File: config.mk
export PLATFORM = sky130hd
export DESIGN_NAME = alu_issue_ctrl
export DESIGN_NICKNAME = d
export VERILOG_FILES = /design/src/rtl/alu_issue_ctrl.sv
export SDC_FILE = /design/constraint.sdc
export NUM_CORES = 1
export LEC_CHECK = 0
export CAP_MARGIN = 20
export CORE_MARGIN = 5
export CORE_UTILIZATION = 37
export CTS_BUF_LIST = sky130_fd_sc_hd__clkbuf_16
export DETAILED_ROUTE_END_ITERATION = 10
export DONT_BUFFER_PORTS = 1
export GPL_ROUTABILITY_DRIVEN = 0
export GPL_TIMING_DRIVEN = 0
export PLACE_DENSITY = 0.52
export SLEW_MARGIN = 20
export SYNTH_ARGS = -nofsm -noshare
export SYNTH_HDL_FRONTEND = slang
export SYNTH_SLANG_ARGS = --single-unit
File: constraint.sdc
create_clock -name clk -period 1.54 [get_ports clk]
set_input_delay 0.385 -clock clk [delete_from_list [all_inputs] [get_ports clk]]
set_output_delay 0.385 -clock clk [all_outputs]
set_load 0.02 [all_outputs]
File: src/rtl/alu_issue_ctrl.sv
//------------------------------------------------------------------------------
// alu_issue_ctrl : one-command-at-a-time sequencer for reg_file + alu
// Revision 1.0
//------------------------------------------------------------------------------
`default_nettype none

package alu_pkg;
    typedef enum logic [3:0] {
        ALU_NOP = 4'd0,
        ALU_ADD = 4'd1,
        ALU_SUB = 4'd2,
        ALU_AND = 4'd3,
        ALU_OR  = 4'd4,
        ALU_XOR = 4'd5
    } alu_op_t;
endpackage

module alu_issue_ctrl #(
    parameter int REG_DEPTH = 16,
    parameter int REG_WIDTH = 64,
    parameter int IMM_WIDTH = 16,
    parameter int ALU_LAT   = 1,
    parameter int ZERO_REG  = 1,
    localparam int REG_ADDRW = $clog2(REG_DEPTH)
) (
    input  logic                  clk,
    input  logic                  rst,
    input  logic                  cmd_valid,
    output logic                  cmd_ready,
    input  logic                  cmd_kind,
    input  alu_pkg::alu_op_t      cmd_op,
    input  logic [REG_ADDRW-1:0]  cmd_a,
    input  logic [REG_ADDRW-1:0]  cmd_b,
    input  logic [REG_ADDRW-1:0]  cmd_d,
    input  logic [IMM_WIDTH-1:0]  cmd_imm,
    output logic [REG_ADDRW-1:0]  rf_addr_out0,
    output logic [REG_ADDRW-1:0]  rf_addr_out1,
    output logic                  rf_en_in,
    output logic [REG_ADDRW-1:0]  rf_addr_in,
    output logic [REG_WIDTH-1:0]  rf_data_in,
    output alu_pkg::alu_op_t      alu_op,
    input  logic [REG_WIDTH-1:0]  alu_res,
    input  logic                  alu_zf,
    input  logic                  alu_cf,
    input  logic                  alu_of,
    input  logic                  alu_sf,
    output logic [3:0]            flags,
    output logic                  done,
    output logic                  busy
);
    import alu_pkg::*;

    typedef enum logic [1:0] {
        IDLE  = 2'd0,
        ISSUE = 2'd1,
        WAIT  = 2'd2,
        WB    = 2'd3
    } state_t;

    localparam logic [1:0] CNT_INIT = 2'(ALU_LAT - 1);

    state_t               state;
    state_t               state_n;
    logic                 accept;
    logic [1:0]           wait_cnt;
    alu_op_t              op_q;
    logic [REG_ADDRW-1:0] d_q;
    logic                 wait_last;
    logic [REG_WIDTH-1:0] imm_ext;

    function automatic logic dest_ok(input logic [REG_ADDRW-1:0] d);
        return (ZERO_REG == 0) || (d != '0);
    endfunction

    assign wait_last = (state == WAIT) && (wait_cnt == 2'd0);
    assign imm_ext   = REG_WIDTH'($signed(cmd_imm));

    always_comb begin
        state_n = state;
        accept  = 1'b0;
        case (state)
            IDLE: begin
                if (cmd_valid) begin
                    accept  = 1'b1;
                    state_n = cmd_kind ? WB : ISSUE;
                end
            end
            ISSUE:   state_n = WAIT;
            WAIT:    state_n = (wait_cnt == 2'd0) ? WB : WAIT;
            WB:      state_n = IDLE;
            default: state_n = IDLE;
        endcase
    end

    always_ff @(posedge clk) begin
        if (rst) begin
            state    <= IDLE;
            wait_cnt <= 2'd0;
            op_q     <= ALU_NOP;
            d_q      <= '0;
        end else begin
            state <= state_n;
            if (accept) begin
                op_q <= cmd_op;
                d_q  <= cmd_d;
            end
            if (state == ISSUE) begin
                wait_cnt <= CNT_INIT;
            end else if ((state == WAIT) && (wait_cnt != 2'd0)) begin
                wait_cnt <= wait_cnt - 2'd1;
            end
        end
    end

    // Outputs are registered from the next-state decode so they line up with state.
    always_ff @(posedge clk) begin
        if (rst) begin
            cmd_ready    <= 1'b1;
            busy         <= 1'b0;
            done         <= 1'b0;
            alu_op       <= ALU_NOP;
            rf_en_in     <= 1'b0;
            rf_addr_in   <= '0;
            rf_data_in   <= '0;
            rf_addr_out0 <= '0;
            rf_addr_out1 <= '0;
            flags        <= 4'd0;
        end else begin
            cmd_ready <= (state_n == IDLE);
            busy      <= (state_n != IDLE);
            done      <= (state_n == WB);
            alu_op    <= ALU_NOP;
            rf_en_in  <= 1'b0;
            if (accept && !cmd_kind) begin
                alu_op       <= cmd_op;
                rf_addr_out0 <= cmd_a;
                rf_addr_out1 <= cmd_b;
            end
            if (accept && cmd_kind) begin
                rf_en_in   <= dest_ok(cmd_d);
                rf_addr_in <= cmd_d;
                rf_data_in <= imm_ext;
            end
            if (wait_last) begin
                rf_en_in   <= (op_q != ALU_NOP) && dest_ok(d_q);
                rf_addr_in <= d_q;
                rf_data_in <= alu_res;
                if (op_q != ALU_NOP) begin
                    flags <= {alu_zf, alu_cf, alu_of, alu_sf};
                end
            end
        end
    end

endmodule

`default_nettype wire

==> impl_metrics.toml <==
[pwr]
p_clk_share_pct = 18.6
pwr-share-comb_pct = 38.8
power_report.internal_total_mw = 6.887
share_seq_of_total_power_pct = 42.6
vdd_drop_max_mv = 0.8227
cellLeakagePower_nw = 1.898
finalPower_mw = 11.95
switching_power_of_the_nets_mw = 5.061
pwr_density_cell_mw_per_mm2 = 2326
power.share.switching_pct = 42.36

[setup_path]
rr_startpoint = "state[1]$_SDFF_PP0_"
worst_ep_required_time_ps = 1800
slowest_stage = "sky130_fd_sc_hd__dfxtp_4"
worst_ep_arrival_time_ps = 1810
path_depth = 7
worst-r2r-cell-count = 7
critPathMostFrequentCell = "sky130_fd_sc_hd__buf_6"
crit_fanout = 10
timing_worst_setup_path_type = "reg2reg"
worstReg2RegEnd = "rf_data_in[34]$_SDFFE_PP0P_"
worstPathCellList = "inv_2, ha_4, a32o_2, buf_12, buf_6, buf_6, a21oi_2"
cp_num_buf_inv = 4
crit_path_max_incr_delay_ps = 370
crit_path_end_kind = "flip-flop"
timing.reg2reg.setup_slack_ps = -6
critical_path.top_delay_family = "buffers and inverters"
critical_path.startpoint_type = "flip-flop"

[cts]
cts_root_buffer = "sky130_fd_sc_hd__clkbuf_16"
cts-hold-fix-buffers = 0
cts.clk_slew.worst_paths_ps = 70
maximum_number_of_buffers_from_clock_root_to_sink = 2
tritoncts = "built"
clock_tree_sinks = 100
cts_buffers = 9
insertion_delay_ps = 330
cts.htree.levels = 3

[synthesis]
synth_async_sr_flop_share_pct = 0
yosysSeqAreaShare_pct = 51.46
yosys.cell_count.top_type = "sky130_fd_sc_hd__a21oi_1"
synthesis.nets = 573
syn-instance-count = 464
postSynthRegisterBits = 100
yosys.area.top_type_share_pct = 51.46
synth.cell_area_mm2 = 0.003890
yosysUniqueCellTypes = 30
yosysTopAreaCell = "sky130_fd_sc_hd__dfxtp_1"
synth_enable_flop_cells = 0
largest_cells_by_area_after_synthesis = "sky130_fd_sc_hd__dfxtp_1 51%, sky130_fd_sc_hd__a21oi_1 14%, sky130_fd_sc_hd__o21ai_0 7.3%, sky130_fd_sc_hd__nor3_1 4.0%, sky130_fd_sc_hd__nor4_1 2.7%"
synthesis.area_per_instance_um2 = 8.384
ys_top_cells_by_count = "112 x sky130_fd_sc_hd__a21oi_1, 100 x sky130_fd_sc_hd__dfxtp_1, 57 x sky130_fd_sc_hd__o21ai_0"
dominantRegCellSynth = "sky130_fd_sc_hd__dfxtp_1"
yosysWarnings = 0

[route]
remaining_drc_errors = 0
dr.pass1.iters = 4
routed_wl_mm = 12.32
detail_route.vias_per_cell = 5.601
drtAntennaViolNets = 0
drt-initial-drc-count = 216
route.detailed.wl_per_inst_um = 19.65
vias = 3512

[sta]
finalSetupViolations = 1
slew_viol_final = 0
postLayoutSetupSlackWorst_ps = -6.353
max_slew.worst_pin.slew_ps = 571.1
finalCritPeriodShare_pct = 100.4
worst_hold_slack_ps = 139.6
final.setup.tns_ps = -6.353
rsz0062_at_grt = "true"
finalHoldViolations = 0
max_slew_margin_vs_limit_pct = 61.92
fmax_mhz = 646.7
final.setup_skew_ps = 5.086
period_minus_slack_ps = 1546

[global_route]
grt_antenna_before_repair = 0
globalRouteMet3Util_pct = 8.356
globalRouteTotalUtil_pct = 17.29
grt_max_degree = 17
grt_util_met1_pct = 20.50
grt_pass1_vias = 3315
grt_pass1_wl_mm = 17.64
met2_usage_pct = 27.93
grt-busiest-layer = "met2"
leftover_overflow_at_the_end_of_global_routing = 0

[place]
dp_hpwl_mm = 8.702
port_buffer_count = 0
number_of_placed_instances_taps_included = 600

[final_layout]
fraction_of_layout_instances_using_a_drive_strength_above_1_pct = 27.29
postLayoutCoreUtil_pct = 49.99
post_layout_nonfiller_instances = 627
area.growth.synth_to_final_pct = 32.07
final.fill_count = 988
num_antenna_cells = 0
final_net_count = 595

[floorplan]
initial_core_util_pct = 37.85
core-area_mm2 = 0.01028
placement_rows = 37
dieArea_mm2 = 0.01266
die_h_um = 112.5
top_level_ports = 192
die_width_um = 112.5

[hold_path]
worst_min_path_class = "in2reg"
worstHoldPathCells = 1
hold_path_end = "state[1]$_SDFF_PP0_"
hp-start = "rst"

[outcome]
run_status = "complete, but fails checks"
failed_checks = "negative setup slack"

[run]
drv.max_cap_violation_count = 0
==> timing repair <==
item	4_1_cts	5_1_grt
pin swaps	2	48
resized for setup	52	148
hold endpoints to repair	0	0
buffers inserted	0	6
cloned	0	6
setup endpoints to repair	73	70
==> worst register-to-register path, delay by kind of cell (launching register included) <==
kind                       cells  cell delay, ps
AOI/OAI and AO/OA              2             430
adders and majority gates      1             170
buffers and inverters          4             490
DFF                            1             370
==> cell usage in the layout (no fill, tap or decap), types with 2 or more instances in the layout <==
cell type                     n
sky130_fd_sc_hd__dfxtp_1     96
sky130_fd_sc_hd__a21oi_1     61
sky130_fd_sc_hd__o21ai_2      4
sky130_fd_sc_hd__clkbuf_4     3
sky130_fd_sc_hd__a211oi_1     2
sky130_fd_sc_hd__clkinvlp_4   2
sky130_fd_sc_hd__buf_1        2
sky130_fd_sc_hd__buf_12       7
sky130_fd_sc_hd__inv_2        3
sky130_fd_sc_hd__a21oi_2     38
sky130_fd_sc_hd__clkbuf_2     3
sky130_fd_sc_hd__buf_2        4
sky130_fd_sc_hd__ha_4         3
sky130_fd_sc_hd__clkbuf_1     8
sky130_fd_sc_hd__o21ai_1     23
sky130_fd_sc_hd__buf_4       10
sky130_fd_sc_hd__buf_6        9
sky130_fd_sc_hd__buf_8        3
sky130_fd_sc_hd__nor2_1      28
sky130_fd_sc_hd__dfxtp_2      3
sky130_fd_sc_hd__a31oi_1      4
sky130_fd_sc_hd__nand3_1      5
sky130_fd_sc_hd__nor3_1      30
sky130_fd_sc_hd__o21ai_0     30
sky130_fd_sc_hd__ha_1         2
sky130_fd_sc_hd__nor4_1      17
sky130_fd_sc_hd__mux2i_1      9
sky130_fd_sc_hd__nand2_1     25
sky130_fd_sc_hd__or4_1        2
sky130_fd_sc_hd__and2_1       6
sky130_fd_sc_hd__clkinv_2     2
sky130_fd_sc_hd__a21oi_4     13
sky130_fd_sc_hd__clkbuf_16   15
==> metal layers <==
layer  routed length, um  up-vias  share of wire, %
met5                   0        -                 0
li1                    -     1695                 -
met1                5053     1672                41
met3                1134       15               9.2
met4                 156        0               1.3
met2                5976      130                49
==> sequential cells by signal, indices dropped and copies added (netlist names) <==
register	flops
flags	4
rf_data_in	64
busy	1
rf_addr_out0	4
done	1
wait_cnt	2
rf_addr_out1	4
cmd_ready	1
state	2
alu_op	4
rf_addr_in	4
op_q	4
d_q	4
rf_en_in	1
==> final cells by class <==
cell class / instances / area [um2] / share of cell area, %
repair buffers: 12 / 207.7 / 4.043
plain buffers: 43 / 399.1 / 7.769
well taps: 136 / 170.2 / 3.312
flip-flops and latches: 100 / 2009 / 39.11
inverters: 5 / 21.27 / 0.4140
clock inverters: 7 / 67.56 / 1.315
clock buffers: 9 / 225.2 / 4.384
multi-input cells: 315 / 2037 / 39.65
==> through the flow <==
stage / setup slack (ps) / instance area (um2)
after floorplan: 19.92 / 3892
after global placement: -224.7 / 4063
after detailed placement: -289.7 / 4063
after CTS: -28.47 / 4494
after global routing: -63.45 / 5137
final: -6.353 / 5137
==> worst max-delay path by stage <==
stage                             startpoint                           to  slack, ps
floorplan                state[0]$_SDFF_PP0_  rf_data_in[34]$_SDFFE_PP0P_         20
global placement         state[0]$_SDFF_PP0_  rf_data_in[32]$_SDFFE_PP0P_       -220
detailed placement  wait_cnt[0]$_SDFFE_PP0P_  rf_data_in[34]$_SDFFE_PP0P_       -290
CTS                      state[1]$_SDFF_PP0_  rf_data_in[24]$_SDFFE_PP0P_        -30
global route             state[0]$_SDFF_PP0_  rf_data_in[31]$_SDFFE_PP0P_        -60
finish                   state[1]$_SDFF_PP0_  rf_data_in[34]$_SDFFE_PP0P_         -6
==> cells by family (layout without fill, tap and decap cells) <==
logic type      after synthesis  in the layout  share of synthesized area (%)
xor+xnor                      1              1                         0.2252
buf+inv                      49             76                          5.693
mux                           9              9                          2.316
flops                       100            100                          51.46
compound gates              179            179                          23.77
fa+ha+maj                     5              5                          1.608
simple gates                121            121                          14.92
==> power by group through the flow <==
stage | Combinational [mW] | Clock, mW | Sequential, mW
floorplan | 2.29 | 0 | 4.87
global placement | 2.86 | 0 | 5.11
detailed placement | 2.94 | 0 | 5.12
CTS | 3.23 | 2.28 | 5.08
global route | 5.05 | 2.40 | 5.20
finish | 4.64 | 2.22 | 5.09
(Power assumes the default switching activity.)
